==> src/rtl/usb_pkg.sv <==
// Shared types and constants for the USB full-speed transmit path.
package usb_pkg;

   typedef enum logic [2:0] {
      IDLE,
      SYNC,
      DATA,
      STUFF,
      EOP_SE0,
      EOP_J
   } tx_state_t;

   localparam logic [7:0] SYNC_BYTE   = 8'h80;
   localparam logic [2:0] STUFF_LIMIT = 3'd6;

   // Line states as {d_plus, d_minus}
   localparam logic [1:0] LINE_J   = 2'b10;
   localparam logic [1:0] LINE_K   = 2'b01;
   localparam logic [1:0] LINE_SE0 = 2'b00;

   // NRZI: a 0 toggles J<->K, a 1 holds the current line state.
   function automatic logic [1:0] nrzi_next(input logic [1:0] line, input logic bit_val);
      logic [1:0] nxt;
      nxt = line;
      if (!bit_val) begin
         nxt = (line == LINE_J) ? LINE_K : LINE_J;
      end
      return nxt;
   endfunction

endpackage

==> src/rtl/flex_counter.sv <==
// Free-running counter 0..rollover_val with a registered flag that is high
// while the count sits at rollover_val.
module flex_counter #(
   parameter int NUM_CNT_BITS = 4
) (
   input  logic                    clk,
   input  logic                    n_rst,
   input  logic                    clear,
   input  logic                    count_enable,
   input  logic [NUM_CNT_BITS-1:0] rollover_val,
   output logic [NUM_CNT_BITS-1:0] count_out,
   output logic                    rollover_flag
);

   logic [NUM_CNT_BITS-1:0] count_next;
   logic                    flag_next;

   always_comb begin
      count_next = count_out;
      flag_next  = rollover_flag;
      if (clear) begin
         count_next = '0;
         flag_next  = 1'b0;
      end else if (count_enable) begin
         count_next = (count_out == rollover_val) ? '0 : count_out + 1'b1;
         flag_next  = (count_next == rollover_val);
      end
   end

   always_ff @(posedge clk or negedge n_rst) begin
      if (!n_rst) begin
         count_out     <= '0;
         rollover_flag <= 1'b0;
      end else begin
         count_out     <= count_next;
         rollover_flag <= flag_next;
      end
   end

endmodule

==> src/rtl/usb_tx_encode.sv <==
// USB full-speed transmit encoder: SYNC insertion, LSB-first serialization,
// bit stuffing, NRZI encoding and EOP generation onto D+/D-.
module usb_tx_encode
   import usb_pkg::*;
#(
   parameter int CLKS_PER_BIT = 8
) (
   input  logic       clk,
   input  logic       n_rst,
   input  logic [7:0] tx_data,
   input  logic       tx_valid,
   input  logic       tx_last,
   output logic       tx_ready,
   output logic       d_plus,
   output logic       d_minus,
   output logic       tx_busy,
   output logic       tx_err
);

   localparam int              CNT_W    = $clog2(CLKS_PER_BIT);
   localparam logic [CNT_W-1:0] BIT_LAST = CNT_W'(CLKS_PER_BIT - 1);

   tx_state_t        state, state_n;
   logic [7:0]       shifter, shifter_n, buf_data;
   logic [2:0]       bit_idx, bit_idx_n;
   logic [2:0]       ones_cnt, ones_cnt_n, ones_inc;
   logic             buf_full, buf_full_n, buf_last;
   logic             cur_last, cur_last_n;
   logic             last_taken, last_taken_n;
   logic             accept, load, err_set, err_pend, take_adv, eop_done;
   logic             cnt_clear, cnt_en, bit_strobe, bit_start;
   logic [CNT_W-1:0] bit_cnt;
   logic [1:0]       line_q, line_n;

   tx_state_t        adv_state;
   logic [7:0]       adv_shift;
   logic [2:0]       adv_idx;
   logic             adv_load, adv_err;

   assign cnt_clear = (state == IDLE);
   assign cnt_en    = (state != IDLE);

   flex_counter #(
      .NUM_CNT_BITS(CNT_W)
   ) u_bit_timer (
      .clk          (clk),
      .n_rst        (n_rst),
      .clear        (cnt_clear),
      .count_enable (cnt_en),
      .rollover_val (BIT_LAST),
      .count_out    (bit_cnt),
      .rollover_flag(bit_strobe)
   );

   // bit_start is the first cycle of a bit; the line register follows one edge later.
   assign bit_start    = (bit_cnt == '0) && (state != IDLE);
   assign accept       = tx_valid & tx_ready;
   assign ones_inc     = shifter[0] ? (ones_cnt + 3'd1) : 3'd0;
   assign eop_done     = (state == EOP_J) && bit_strobe;
   assign buf_full_n   = (buf_full & ~load) | accept;
   assign last_taken_n = (last_taken & ~eop_done) | (accept & tx_last);

   // Leaving a data bit position: next bit, next byte, end of packet or underrun.
   always_comb begin
      adv_state = DATA;
      adv_shift = {1'b0, shifter[7:1]};
      adv_idx   = bit_idx + 3'd1;
      adv_load  = 1'b0;
      adv_err   = 1'b0;
      if (bit_idx == 3'd7) begin
         adv_idx = 3'd0;
         if (cur_last) begin
            adv_state = EOP_SE0;
         end else if (buf_full) begin
            adv_load  = 1'b1;
            adv_shift = buf_data;
         end else begin
            adv_state = EOP_SE0;
            adv_err   = 1'b1;
         end
      end
   end

   always_comb begin
      state_n    = state;
      shifter_n  = shifter;
      bit_idx_n  = bit_idx;
      ones_cnt_n = ones_cnt;
      cur_last_n = cur_last;
      load       = 1'b0;
      err_set    = 1'b0;
      take_adv   = 1'b0;
      case (state)
         IDLE: begin
            if (buf_full || accept) begin
               state_n    = SYNC;
               shifter_n  = SYNC_BYTE;
               bit_idx_n  = 3'd0;
               ones_cnt_n = 3'd0;
            end
         end
         SYNC: begin
            if (bit_strobe) begin
               ones_cnt_n = ones_inc;
               if (bit_idx == 3'd7) begin
                  state_n    = DATA;
                  shifter_n  = buf_data;
                  bit_idx_n  = 3'd0;
                  load       = 1'b1;
                  cur_last_n = buf_last;
               end else begin
                  shifter_n = {1'b0, shifter[7:1]};
                  bit_idx_n = bit_idx + 3'd1;
               end
            end
         end
         DATA: begin
            if (bit_strobe) begin
               ones_cnt_n = ones_inc;
               if (ones_inc == STUFF_LIMIT) begin
                  state_n = STUFF;
               end else begin
                  take_adv = 1'b1;
               end
            end
         end
         STUFF: begin
            // Position was frozen on entry; resume exactly as DATA would have.
            if (bit_strobe) begin
               ones_cnt_n = 3'd0;
               take_adv   = 1'b1;
            end
         end
         EOP_SE0: begin
            if (bit_strobe) begin
               if (bit_idx == 3'd1) begin
                  state_n   = EOP_J;
                  bit_idx_n = 3'd0;
               end else begin
                  bit_idx_n = bit_idx + 3'd1;
               end
            end
         end
         EOP_J: begin
            if (bit_strobe) begin
               state_n = IDLE;
            end
         end
         default: state_n = IDLE;
      endcase
      if (take_adv) begin
         state_n   = adv_state;
         shifter_n = adv_shift;
         bit_idx_n = adv_idx;
         load      = adv_load;
         err_set   = adv_err;
         if (adv_load) begin
            cur_last_n = buf_last;
         end
      end
   end

   always_comb begin
      line_n = line_q;
      if (state == IDLE) begin
         line_n = LINE_J;
      end else if (bit_start) begin
         case (state)
            SYNC, DATA: line_n = nrzi_next(line_q, shifter[0]);
            STUFF:      line_n = nrzi_next(line_q, 1'b0);
            EOP_SE0:    line_n = LINE_SE0;
            default:    line_n = LINE_J;
         endcase
      end
   end

   always_ff @(posedge clk or negedge n_rst) begin
      if (!n_rst) begin
         state      <= IDLE;
         bit_idx    <= 3'd0;
         ones_cnt   <= 3'd0;
         buf_full   <= 1'b0;
         buf_last   <= 1'b0;
         cur_last   <= 1'b0;
         last_taken <= 1'b0;
         err_pend   <= 1'b0;
         tx_err     <= 1'b0;
         tx_busy    <= 1'b0;
         tx_ready   <= 1'b1;
         line_q     <= LINE_J;
      end else begin
         state      <= state_n;
         bit_idx    <= bit_idx_n;
         ones_cnt   <= ones_cnt_n;
         buf_full   <= buf_full_n;
         cur_last   <= cur_last_n;
         last_taken <= last_taken_n;
         err_pend   <= err_set;
         tx_err     <= err_pend;
         tx_busy    <= (state != IDLE);
         tx_ready   <= ~buf_full_n & ~last_taken_n;
         line_q     <= line_n;
         if (accept) begin
            buf_last <= tx_last;
         end
      end
   end

   always_ff @(posedge clk) begin
      shifter <= shifter_n;
      if (accept) begin
         buf_data <= tx_data;
      end
   end

   assign d_plus  = line_q[1];
   assign d_minus = line_q[0];

endmodule

==> config.mk <==
export PLATFORM = sky130hd
export DESIGN_NAME = usb_tx_encode
export DESIGN_NICKNAME = d
export VERILOG_FILES = /design/src/rtl/usb_pkg.sv /design/src/rtl/flex_counter.sv /design/src/rtl/usb_tx_encode.sv
export SDC_FILE = /design/constraint.sdc
export NUM_CORES = 1
export LEC_CHECK = 0
export BUFFER_PORTS_ARGS = -buffer_cell sky130_fd_sc_hd__buf_2
export CAP_MARGIN = 40
export CORE_UTILIZATION = 35
export DETAILED_ROUTE_END_ITERATION = 8
export SETUP_SLACK_MARGIN = 0.15
export SYNTH_ARGS = -nofsm -noshare
export SYNTH_HDL_FRONTEND = slang
export SYNTH_SLANG_ARGS = --single-unit
export TNS_END_PERCENT = 1
==> constraint.sdc <==
create_clock -name clk -period 2.6 [get_ports clk]
set_clock_uncertainty 0.1 [all_clocks]
set_input_delay 0.78 -clock clk [delete_from_list [all_inputs] [get_ports clk]]
set_output_delay 0.78 -clock clk [all_outputs]
set_load 0.02 [all_outputs]
==> results of run 1 <==
[metrics by stage]
step	total power [mW]	std cells	hold slack (ns)	area (sq um)	util [%]
after CTS	1.17	251	0.270	2160	41.7
after floorplan	0.652	161	0.231	1900	-
after detailed placement	0.667	243	0.253	2040	39.5
final	1.15	251	0.265	2160	41.7
after global placement	0.666	243	0.237	2040	39.5
after global routing	1.20	251	0.276	2160	41.7
[state kept, by name, summed over array words and instances, names as in the netlist, 2 cells and up]
signal                 count
bit_idx                    3
shifter                    8
ones_cnt                   3
u_bit_timer.count_out      3
buf_data                   8
state                      3
line_q                     2
[cells by family (layout without fill, tap and decap cells)]
family / after synthesis / in the layout
AND/OR/NAND/NOR: 38 / 38
multiplexers: 3 / 3
flip-flops: 39 / 39
XOR/XNOR: 4 / 4
adder cells (fa/ha/maj): 8 / 8
buffers and inverters: 21 / 41
AO/OA/AOI/OAI: 48 / 48
[worst paths after layout]
check / endpoint / slack [ns] / startpoint / depth (start not counted)
max in group asynchronous: line_q[1] / 1.70 / n_rst / 1
worst min register to register: tx_err / 0.27 / err_pend / 0
worst max register to register: shifter[2] / 0.44 / ones_cnt[0] / 5
worst max-delay path: shifter[2] / 0.44 / ones_cnt[0] / 5
worst min-delay path: tx_err / 0.27 / err_pend / 0
min in group asynchronous: state[1] / 0.35 / n_rst / 1
[cells in the mapped netlist, types with 2 or more instances]
cell / instances / share of area, %
sky130_fd_sc_hd__nor3b_1: 2 / 0.79
sky130_fd_sc_hd__mux2i_1: 2 / 1.1
sky130_fd_sc_hd__xnor2_1: 3 / 1.4
sky130_fd_sc_hd__nand2b_1: 2 / 0.66
sky130_fd_sc_hd__dfrtp_1: 21 / 28
sky130_fd_sc_hd__a22o_1: 7 / 3.2
sky130_fd_sc_hd__a21oi_1: 6 / 1.6
sky130_fd_sc_hd__buf_2: 3 / 0.79
sky130_fd_sc_hd__nor2_1: 4 / 0.79
sky130_fd_sc_hd__buf_6: 2 / 1.2
sky130_fd_sc_hd__ha_1: 8 / 5.3
sky130_fd_sc_hd__nand2_1: 11 / 2.2
sky130_fd_sc_hd__or3_1: 2 / 0.66
sky130_fd_sc_hd__nor3_1: 2 / 0.53
sky130_fd_sc_hd__and2_1: 2 / 0.66
sky130_fd_sc_hd__edfxtp_1: 16 / 25
sky130_fd_sc_hd__nand3_1: 3 / 0.79
sky130_fd_sc_hd__nor2b_1: 2 / 0.66
sky130_fd_sc_hd__a211oi_1: 2 / 0.79
sky130_fd_sc_hd__a221o_1: 2 / 1.1
sky130_fd_sc_hd__inv_1: 15 / 3.0
sky130_fd_sc_hd__o21ai_0: 6 / 1.6
sky130_fd_sc_hd__a31oi_1: 3 / 0.99
sky130_fd_sc_hd__a2111oi_0: 2 / 0.92
sky130_fd_sc_hd__dfstp_2: 2 / 2.8
[cell usage in the layout (no fill, tap or decap), types with 2 or more instances in the layout]
cell type	instances
sky130_fd_sc_hd__a221o_1	2
sky130_fd_sc_hd__o21ai_0	6
sky130_fd_sc_hd__nand2_1	11
sky130_fd_sc_hd__or3_1	2
sky130_fd_sc_hd__and2_1	2
sky130_fd_sc_hd__a31oi_1	3
sky130_fd_sc_hd__nand3_1	3
sky130_fd_sc_hd__dfrtp_1	21
sky130_fd_sc_hd__nor2b_1	2
sky130_fd_sc_hd__dfstp_2	2
sky130_fd_sc_hd__ha_1	8
sky130_fd_sc_hd__a22o_1	7
sky130_fd_sc_hd__a2111oi_0	2
sky130_fd_sc_hd__nor3b_1	2
sky130_fd_sc_hd__buf_4	2
sky130_fd_sc_hd__buf_2	16
sky130_fd_sc_hd__inv_1	15
sky130_fd_sc_hd__mux2i_1	2
sky130_fd_sc_hd__xnor2_1	3
sky130_fd_sc_hd__clkbuf_8	5
sky130_fd_sc_hd__a21oi_1	6
sky130_fd_sc_hd__nor2_1	4
sky130_fd_sc_hd__a211oi_1	2
sky130_fd_sc_hd__nor3_1	2
sky130_fd_sc_hd__nand2b_1	2
sky130_fd_sc_hd__edfxtp_1	16
[layout make-up]
type	instances	share of cell area [%]
inverters	15	2.61
clock inverters	3	2.03
flip-flops and latches	39	49.1
well taps	70	4.06
repair buffers	18	4.41
clock buffers	5	3.19
multi-input cells	101	34.6
[critical path, cell delays in order (launching register included)]
cell and delay (ns):
sky130_fd_sc_hd__dfrtp_1 0.42, sky130_fd_sc_hd__ha_1 0.33, sky130_fd_sc_hd__nand4b_1 0.16, sky130_fd_sc_hd__o21ai_2 0.35, sky130_fd_sc_hd__o22ai_1 0.25, sky130_fd_sc_hd__a22o_1 0.30
[power groups by stage]
stage	registers (mW)	logic (mW)	clock network, mW
after floorplan	0.652	0.0000176	0
after global placement	0.651	0.0148	0
after detailed placement	0.651	0.0156	0
after CTS	0.639	0.0157	0.512
after global routing	0.639	0.0171	0.544
final	0.639	0.0146	0.500
[layer usage]
layer  track usage, %  wire [um]  part of all wire, %  up-vias
li1                 -          -                    -      646
met1             19.0       1730                   47      648
met2             22.2       1780                   48       29
met3             4.37        142                  3.9        4
met4             6.79         39                  1.1        0
met5                0          0                    0        -
==> run_results.csv, run 1 <==
group,metric,value,unit
final_layout,seq_area,0.00106,sq mm
pwr,netSwitchingPower,224,uW
placed_design,gpl.final_weighted_congestion,0.847,
cts,cts.clk_slew.worst_paths,0.08,ns
logic_synthesis,synthesis.nets,181,
final_layout,multi_input_comb_area,747,sq um
logic_synthesis,synth_seq_cells,39,
logic_synthesis,post_synth_xor_area_fraction,1.84,%
logic_synthesis,syn-cell-area,0.00190,sq mm
grt,grt_max_degree,24,
final_layout,layout-area-overhead-vs-synth,13.3,%
worst_setup_path,criticalPathCategory,"register to register",
grt,antenna_found_initial,0,
floorplan,die_height,75.7,um
logic_synthesis,post_synth_fa_ha_maj_area_fraction,5.26,%
logic_synthesis,synthSimpleGateAreaFrac,11.0,%
logic_synthesis,post_synth_inst_count,161,
routing,num_vias,1327,
worst_setup_path,worst-path-max-fanout,9,
placed_design,dp.final_hpwl,2790,um
pwr,swShare,19.4,%
logic_synthesis,total_number_of_yosys_warnings,0,
pwr,clock_power_share,43.4,%
pwr,share_comb_of_total_power,1.3,%
cts,cts_post_setup_buffers_inserted,0,
floorplan,core_area,0.00517,sq mm
cts,cts-root-to-sink-buffers,2,
run_status,outcome,"completed",
sta,finalSetupTns,0,ns
logic_synthesis,main_combinational_cell_family_by_area_after_synthesis,"compound AO/OA/AOI/OAI gates",
sta,rsz0062_at_grt,"no",
floorplan,rows,26,
sta,timing_max_transition_violations_final,0,
final_layout,fillers,474,
floorplan,design.portCount,17,
logic_synthesis,ys_dominant_reg_cell,"sky130_fd_sc_hd__dfrtp_1",
pwr,internal_power,930,uW
sta,timing.slew.headroom,62.4,%
cts,cts_tree,"yes",
flow_run,max_cap_viol_count,0,
pwr,ir_drop,0.341,mV
worst_setup_path,data_arrival_critical_path,2.11,ns
pwr,total_leakage_power,0.937,nW
worst_setup_path,cp-end-kind,"register",
cts,cts_buffers,5,
logic_synthesis,synth_cell_type_count,56,
logic_synthesis,synth-edff-count,16,
cts,htree_num_levels,2,
cts,tritoncts_num_sinks,39,
worst_setup_path,cp_data_required_time,2.54,ns
sta,hold_violations,0,
pwr,cellPowerDensity,535,mW/mm^2
logic_synthesis,post_synth.cell_area_avg,11.8,sq um
cts,clock_root_cell,"sky130_fd_sc_hd__clkbuf_8",
logic_synthesis,synth_seq_area_share,55.6,%
logic_synthesis,synth-compound-area-share,19.5,%
placed_design,port-buffer-count,16,
floorplan,die_area,0.00574,sq mm
routing,drt_wl_total,3680,um
final_layout,drive_gt1_share,18.2,%
sta,min_period_over_period,83.2,%
routing,detailedRoute.firstIterationViolations,50,
hold_path,hp-class,"register to register",
worst_setup_path,critPathLaunchType,"register",
grt,grt_usage,14.6,%
sta,final.setup.worst_slack,0.437,ns
logic_synthesis,post_synth_mux_area_share,1.64,%
cts,insertion_delay,0.29,ns
floorplan,initial_core_util,36.8,%
grt,first_global_vias,1309,
logic_synthesis,async_reset_ff_share,59.0,%
routing,route.detailed.vias_per_inst,5.29,
sta,fin_crit,2.16,ns
final_layout,fin_nets,200,
sta,max_freq,462,MHz
final_layout,antenna_cells_inserted,0,
routing,remaining_drc_errors,0,
sta,worst-slew-pin-transition,0.550,ns
routing,postRouteAntennaNets,0,
pwr,seq_power_share,55.4,%
grt,globalRouteOverflowTotal,0,
routing,drt-wirelength-per-cell,14.7,um
routing,drt_pre_antenna_iters,4,
placed_design,preCtsSetupSlack,0.479,ns
cts,cts_resized,0,
grt,grt_first_pass_wirelength,6000,um
floorplan,dieWidth,75.7,um
cts,ctsHoldBuffers,0,
sta,setup_viol,0,
(Power assumes the default switching activity.)
==> inputs of run 2 (changes only) <==
Clock period 2.6 ns to 2.1 ns, I/O delays scaled along.
==> run 2 against run 1 <==
  * Critical path depth stayed put
  * Sequential power is 24% higher
  * Non-clock buffer count grew 4
  * Utilization grew 1.7 points
  * Flip-flop and latch count is the same
  * Via count rose by 2.3%
  * Clock power rose by 25%
  * Total power is 24% higher
  * Critical path type unchanged
  * Largest cell class unchanged
==> run_results.csv, run 2 (synthesis gave the netlist of run 1 again) <==
group,metric,value,unit
routing,detailedRoute.firstIterationViolations,63,
final_layout,layout-area-overhead-vs-synth,18.0,%
worst_setup_path,cp_common_cell,"sky130_fd_sc_hd__a21oi_2",
grt,grt_usage,15.5,%
sta,timing.slew.headroom,64.2,%
pwr,cellPowerDensity,639,mW/mm^2
sta,worst-slew-pin-transition,0.536,ns
cts,tritoncts_num_sinks,39,
final_layout,antenna_cells_inserted,0,
floorplan,core_area,0.00517,sq mm
worst_setup_path,data_arrival_critical_path,1.77,ns
placed_design,dp.final_hpwl,2640,um
final_layout,layout.cells.most_common,"sky130_fd_sc_hd__dfrtp_1",
final_layout,multi_input_comb_area,803,sq um
final_layout,top_library_cells_by_usage_in_the_layout_fill_and_taps_aside,"sky130_fd_sc_hd__dfrtp_1, sky130_fd_sc_hd__edfxtp_1, sky130_fd_sc_hd__buf_2",
sta,hold_violations,0,
grt,globalRouteOverflowTotal,0,
worst_setup_path,critical_path.slowest_cell,"sky130_fd_sc_hd__dfrtp_1",
sta,rsz0062_at_grt,"yes",
sta,finalSetupTns,0,ns
worst_setup_path,worst-path-max-fanout,8,
sta,setup_viol,0,
routing,drt-wirelength-per-cell,15.0,um
grt,grt_first_pass_wirelength,6420,um
final_layout,fin_nets,204,
sta,final.setup.worst_slack,0.208,ns
routing,drt_wl_total,3820,um
routing,drt_pre_antenna_iters,4,
worst_setup_path,cp_data_required_time,1.98,ns
worst_setup_path,criticalPathCategory,"register to register",
cts,ctsHoldBuffers,0,
grt,grt_max_degree,24,
final_layout,fillers,455,
cts,clock_root_cell,"sky130_fd_sc_hd__clkbuf_8",
routing,num_vias,1357,
floorplan,dieWidth,75.7,um
cts,cts-root-to-sink-buffers,2,
worst_setup_path,critPathLaunchType,"register",
cts,insertion_delay,0.30,ns
floorplan,die_height,75.7,um
floorplan,initial_core_util,36.8,%
run_status,outcome,"completed",
floorplan,rows,26,
routing,route.detailed.vias_per_inst,5.32,
final_layout,seq_area,0.00106,sq mm
final_layout,drive_gt1_share,25.9,%
placed_design,port-buffer-count,16,
placed_design,preCtsSetupSlack,0.0375,ns
worst_setup_path,cp_cell_sequence,"ha_4 -> and4b_1 -> a21oi_2 -> a21oi_2 -> nor2_4",
sta,min_period_over_period,90.1,%
routing,postRouteAntennaNets,0,
routing,remaining_drc_errors,0,
cts,cts_tree,"yes",
floorplan,die_area,0.00574,sq mm
sta,timing_max_transition_violations_final,0,
cts,cts.clk_slew.worst_paths,0.08,ns
hold_path,hp-class,"primary input to async pin",
grt,antenna_found_initial,0,
cts,htree_num_levels,2,
worst_setup_path,cp-end-kind,"register",
pwr,ir_drop,0.372,mV
grt,first_global_vias,1348,
floorplan,design.portCount,17,
worst_setup_path,cp_slowest_stage_delay,0.44,ns
pwr,total_leakage_power,0.959,nW
sta,fin_crit,1.89,ns
flow_run,max_cap_viol_count,0,
final_layout,reg.largest.list,"buf_data: 8 flops, shifter: 8 flops",
final_layout,post-route-util,43.4,%
placed_design,gpl.final_weighted_congestion,0.834,
sta,max_freq,529,MHz
cts,cts_buffers,5,
## run 2: cell count changes in the layout (fill, tap and decap cells not counted), sizes merged
cell,change
buf,+4
## run 2: per-layer routing
layer,track usage (%),part of all wire [%],up-vias
met4,6.79,2.3,0
met3,3.97,4.2,7
met1,20.6,46,670
met5,0,0,-
li1,-,-,652
met2,24.1,47,28
## run 2: layout make-up
type                    instances  share of cell area, %
clock buffers                   5                   3.06
multi-input cells             101                   35.8
inverters                      15                   2.51
clock inverters                 3                   1.95
repair buffers                 22                   5.57
well taps                      70                   3.90
flip-flops and latches         39                   47.2
## run 2: stage by stage
| step | hold WS [ns] | instances | power (mW) | cell area (sq um) |
|---|---|---|---|---|
| 4_1_cts | 0.213 | 254 | 1.46 | 2190 |
| 3_3_place_gp | 0.239 | 246 | 0.825 | 2070 |
| 6_report | 0.191 | 255 | 1.44 | 2250 |
| 2_1_floorplan | 0.231 | 161 | 0.807 | 1910 |
| 5_1_grt | 0.226 | 255 | 1.49 | 2250 |
| 3_5_place_dp | 0.242 | 246 | 0.826 | 2070 |
## run 2: report_power, final
group	leakage (nW)	switching (mW)	total [mW]	internal [mW]
clock	0.0581	0.274	0.627	0.354
combinational	0.490	0.0110	0.0181	0.00706
sequential	0.412	0	0.791	0.791
total	0.959	0.285	1.44	1.15
## run 2: timing repair
action                                  in CTS  in global routing
pin swaps                                    0                  4
buffers inserted                             0                  1
endpoints found under the setup margin      19                 28
gates resized for setup                      2                 11
cloned                                       0                  0
## run 2: path summary, 6_finish.rpt
| path | start | to | slack (ns) | cells after the start |
|---|---|---|---|---|
| max | ones_cnt[0] | shifter[4] | 0.21 | 5 |
| min | n_rst | u_bit_timer.rollover_flag | 0.19 | 1 |
| max reg2reg | ones_cnt[0] | shifter[4] | 0.21 | 5 |
| min reg2reg | err_pend | tx_err | 0.26 | 0 |
| max in group asynchronous | n_rst | state[0] | 1.33 | 1 |
| min in group clk | err_pend | tx_err | 0.26 | 0 |
## run 2: critical path, delay by kind of cell, from the launching register on
kind	cells	cell delay, ns
AOI/OAI and AO/OA	2	0.27
adders and majority gates	1	0.27
DFF	1	0.44
and+or+nand+nor	2	0.48
==> inputs of run 3 (changes only) <==
Settings changed: CORE_MARGIN set to 10.
==> run 3 against run 2 <==
  * Sequential share of layout area decreased by 0.78 points
  * Global-route usage shrank 5.5 points
  * Via count is 0.96% higher
  * Cell area up 1.6%
  * Worst hold slack better by 0.0073 ns
  * First-iteration DRC count up 87%
  * Wire length is 12% higher
  * Register-to-register slack got worse by 0.08 ns
  * Flip-flop and latch count unchanged
  * Maximum frequency decreased by 4.0%
  * Cell count rose by 1.2%
  * Largest cell class unchanged
==> run_results.csv, run 3 (synthesis gave the netlist of run 1 again) <==
group,metric,value,unit
worst_setup_path,cp_slowest_stage_delay,0.45,ns
final_layout,seq_area,0.00106,sq mm
floorplan,design.portCount,17,
worst_setup_path,cp_cell_sequence,"ha_4 -> nand4b_1 -> o21ai_4 -> o22ai_2 -> a22o_1",
routing,drt_wl_total,4280,um
cts,cts-root-to-sink-buffers,2,
grt,globalRouteOverflowTotal,0,
sta,timing.slew.headroom,64.6,%
pwr,clock_power_share,43.8,%
worst_setup_path,critical_path.slowest_cell,"sky130_fd_sc_hd__dfrtp_2",
worst_setup_path,r2r-start,"ones_cnt[0]",
worst_setup_path,cp-startpoint,"ones_cnt[0]",
final_layout,fin_nets,207,
worst_setup_path,cp_data_required_time,2.05,ns
floorplan,die_height,93.7,um
cts,cts_tree,"yes",
pwr,total_leakage_power,0.979,nW
hold_path,hp-class,"primary input to async pin",
final_layout,layout-area-overhead-vs-synth,19.9,%
pwr,ir_drop,0.421,mV
grt,grt_usage,10.0,%
cts,ctsHoldBuffers,0,
sta,hold_violations,0,
pwr,swShare,20.0,%
pwr,cellPowerDensity,631,mW/mm^2
cts,insertion_delay,0.30,ns
final_layout,antenna_cells_inserted,0,
final_layout,top_library_cells_by_usage_in_the_layout_fill_and_taps_aside,"sky130_fd_sc_hd__dfrtp_1, sky130_fd_sc_hd__edfxtp_1, sky130_fd_sc_hd__buf_2",
grt,grt_first_pass_wirelength,7000,um
final_layout,multi_input_comb_area,817,sq um
placed_design,gpl.final_weighted_congestion,0.856,
sta,finalSetupTns,0,ns
sta,min_period_over_period,93.8,%
grt,first_global_vias,1392,
cts,tritoncts_num_sinks,39,
cts,clock_root_cell,"sky130_fd_sc_hd__clkbuf_8",
routing,postRouteAntennaNets,0,
sta,final.hold.worst_slack,0.199,ns
placed_design,dp.final_hpwl,3080,um
cts,cts.clk_slew.worst_paths,0.08,ns
floorplan,die_area,0.00879,sq mm
sta,rsz0062_at_grt,"yes",
routing,detailedRoute.firstIterationViolations,118,
final_layout,layout.cells.most_common,"sky130_fd_sc_hd__dfrtp_1",
worst_setup_path,critPathLaunchType,"register",
pwr,netSwitchingPower,288,uW
run_status,outcome,"completed",
floorplan,dieWidth,93.7,um
worst_setup_path,cp-end-kind,"register",
grt,antenna_found_initial,0,
routing,remaining_drc_errors,0,
sta,max_freq,508,MHz
sta,fin_crit,1.97,ns
final_layout,reg.largest.list,"buf_data: 8 flops, shifter: 8 flops",
routing,drt-wirelength-per-cell,16.6,um
sta,timing_max_transition_violations_final,0,
worst_setup_path,criticalPathCategory,"register to register",
final_layout,fillers,500,
final_layout,stdcell_count,258,
cts,htree_num_levels,2,
floorplan,rows,26,
grt,grt_max_degree,24,
worst_setup_path,worst-path-max-fanout,7,
pwr,share_comb_of_total_power,1.3,%
floorplan,core_area,0.00520,sq mm
final_layout,drive_gt1_share,26.6,%
placed_design,port-buffer-count,16,
cts,cts_buffers,5,
routing,route.detailed.vias_per_inst,5.31,
routing,num_vias,1370,
flow_run,max_cap_viol_count,0,
pwr,internal_power,1.15,mW
worst_setup_path,data_arrival_critical_path,1.92,ns
sta,setup_viol,0,
floorplan,initial_core_util,36.6,%
sta,worst-slew-pin-transition,0.523,ns
placed_design,numPlacedInstances,248,
pwr,seq_power_share,54.9,%
routing,drt_pre_antenna_iters,4,
run 3: worst paths after layout:
| path | to | slack [ns] | cells past startpoint |
|---|---|---|---|
| worst max-delay path | shifter[6] | 0.13 | 5 |
| worst min-delay path | u_bit_timer.count_out[0] | 0.20 | 1 |
| worst max register to register | shifter[6] | 0.13 | 5 |
| worst min register to register | tx_err | 0.27 | 0 |
| max in group asynchronous | ones_cnt[0] | 1.32 | 1 |
| min in group clk | tx_err | 0.27 | 0 |
run 3: power groups by stage:
stage / logic (mW) / clock network, mW / registers [mW]
after detailed placement: 0.0188 / 0 / 0.807
after global routing: 0.0215 / 0.673 / 0.791
after global placement: 0.0184 / 0 / 0.807
final: 0.0185 / 0.630 / 0.791
after CTS: 0.0189 / 0.637 / 0.791
after floorplan: 0.0000217 / 0 / 0.807
run 3: critical path, delay by kind of cell, from the launching register on:
| family | cells | cell delay (ns) |
|---|---|---|
| flops | 1 | 0.45 |
| simple gates | 1 | 0.18 |
| compound gates | 3 | 0.71 |
| fa+ha+maj | 1 | 0.28 |
run 3: metrics by stage:
step | worst slack, ns | util [%] | instance area (sq um) | power, mW
after floorplan | 0.157 | - | 1910 | 0.807
after global placement | 0.143 | 40.0 | 2080 | 0.825
after detailed placement | 0.0688 | 40.0 | 2080 | 0.825
after CTS | 0.100 | 42.5 | 2210 | 1.45
after global routing | 0.0522 | 43.8 | 2280 | 1.48
final | 0.130 | 43.8 | 2280 | 1.44
run 3: metal layers:
metal  GRT usage, %  vias up  routed length, um
met2           16.2       24               2150
met1           12.2      686               1890
li1               -      655                  -
met3           2.96        5                171
met5              0        -                  0
met4           3.92        0                 63
run 3: final cells by class:
type                       instances  share of cell area, %
inverter                          15                   2.47
multi-input combinational        101                   35.8
tap                               70                   3.84
clock inverter                     3                   1.92
sequential                        39                   46.5
timing repair buffer              25                   6.47
clock buffer                       5                   3.02
run 3: timing repair:
action                     4_1_cts  5_1_grt
setup endpoints to repair       18       27
hold endpoints to repair         0        0
resized for setup                2       11
buffers inserted                 0        2
pin swaps                        1        1
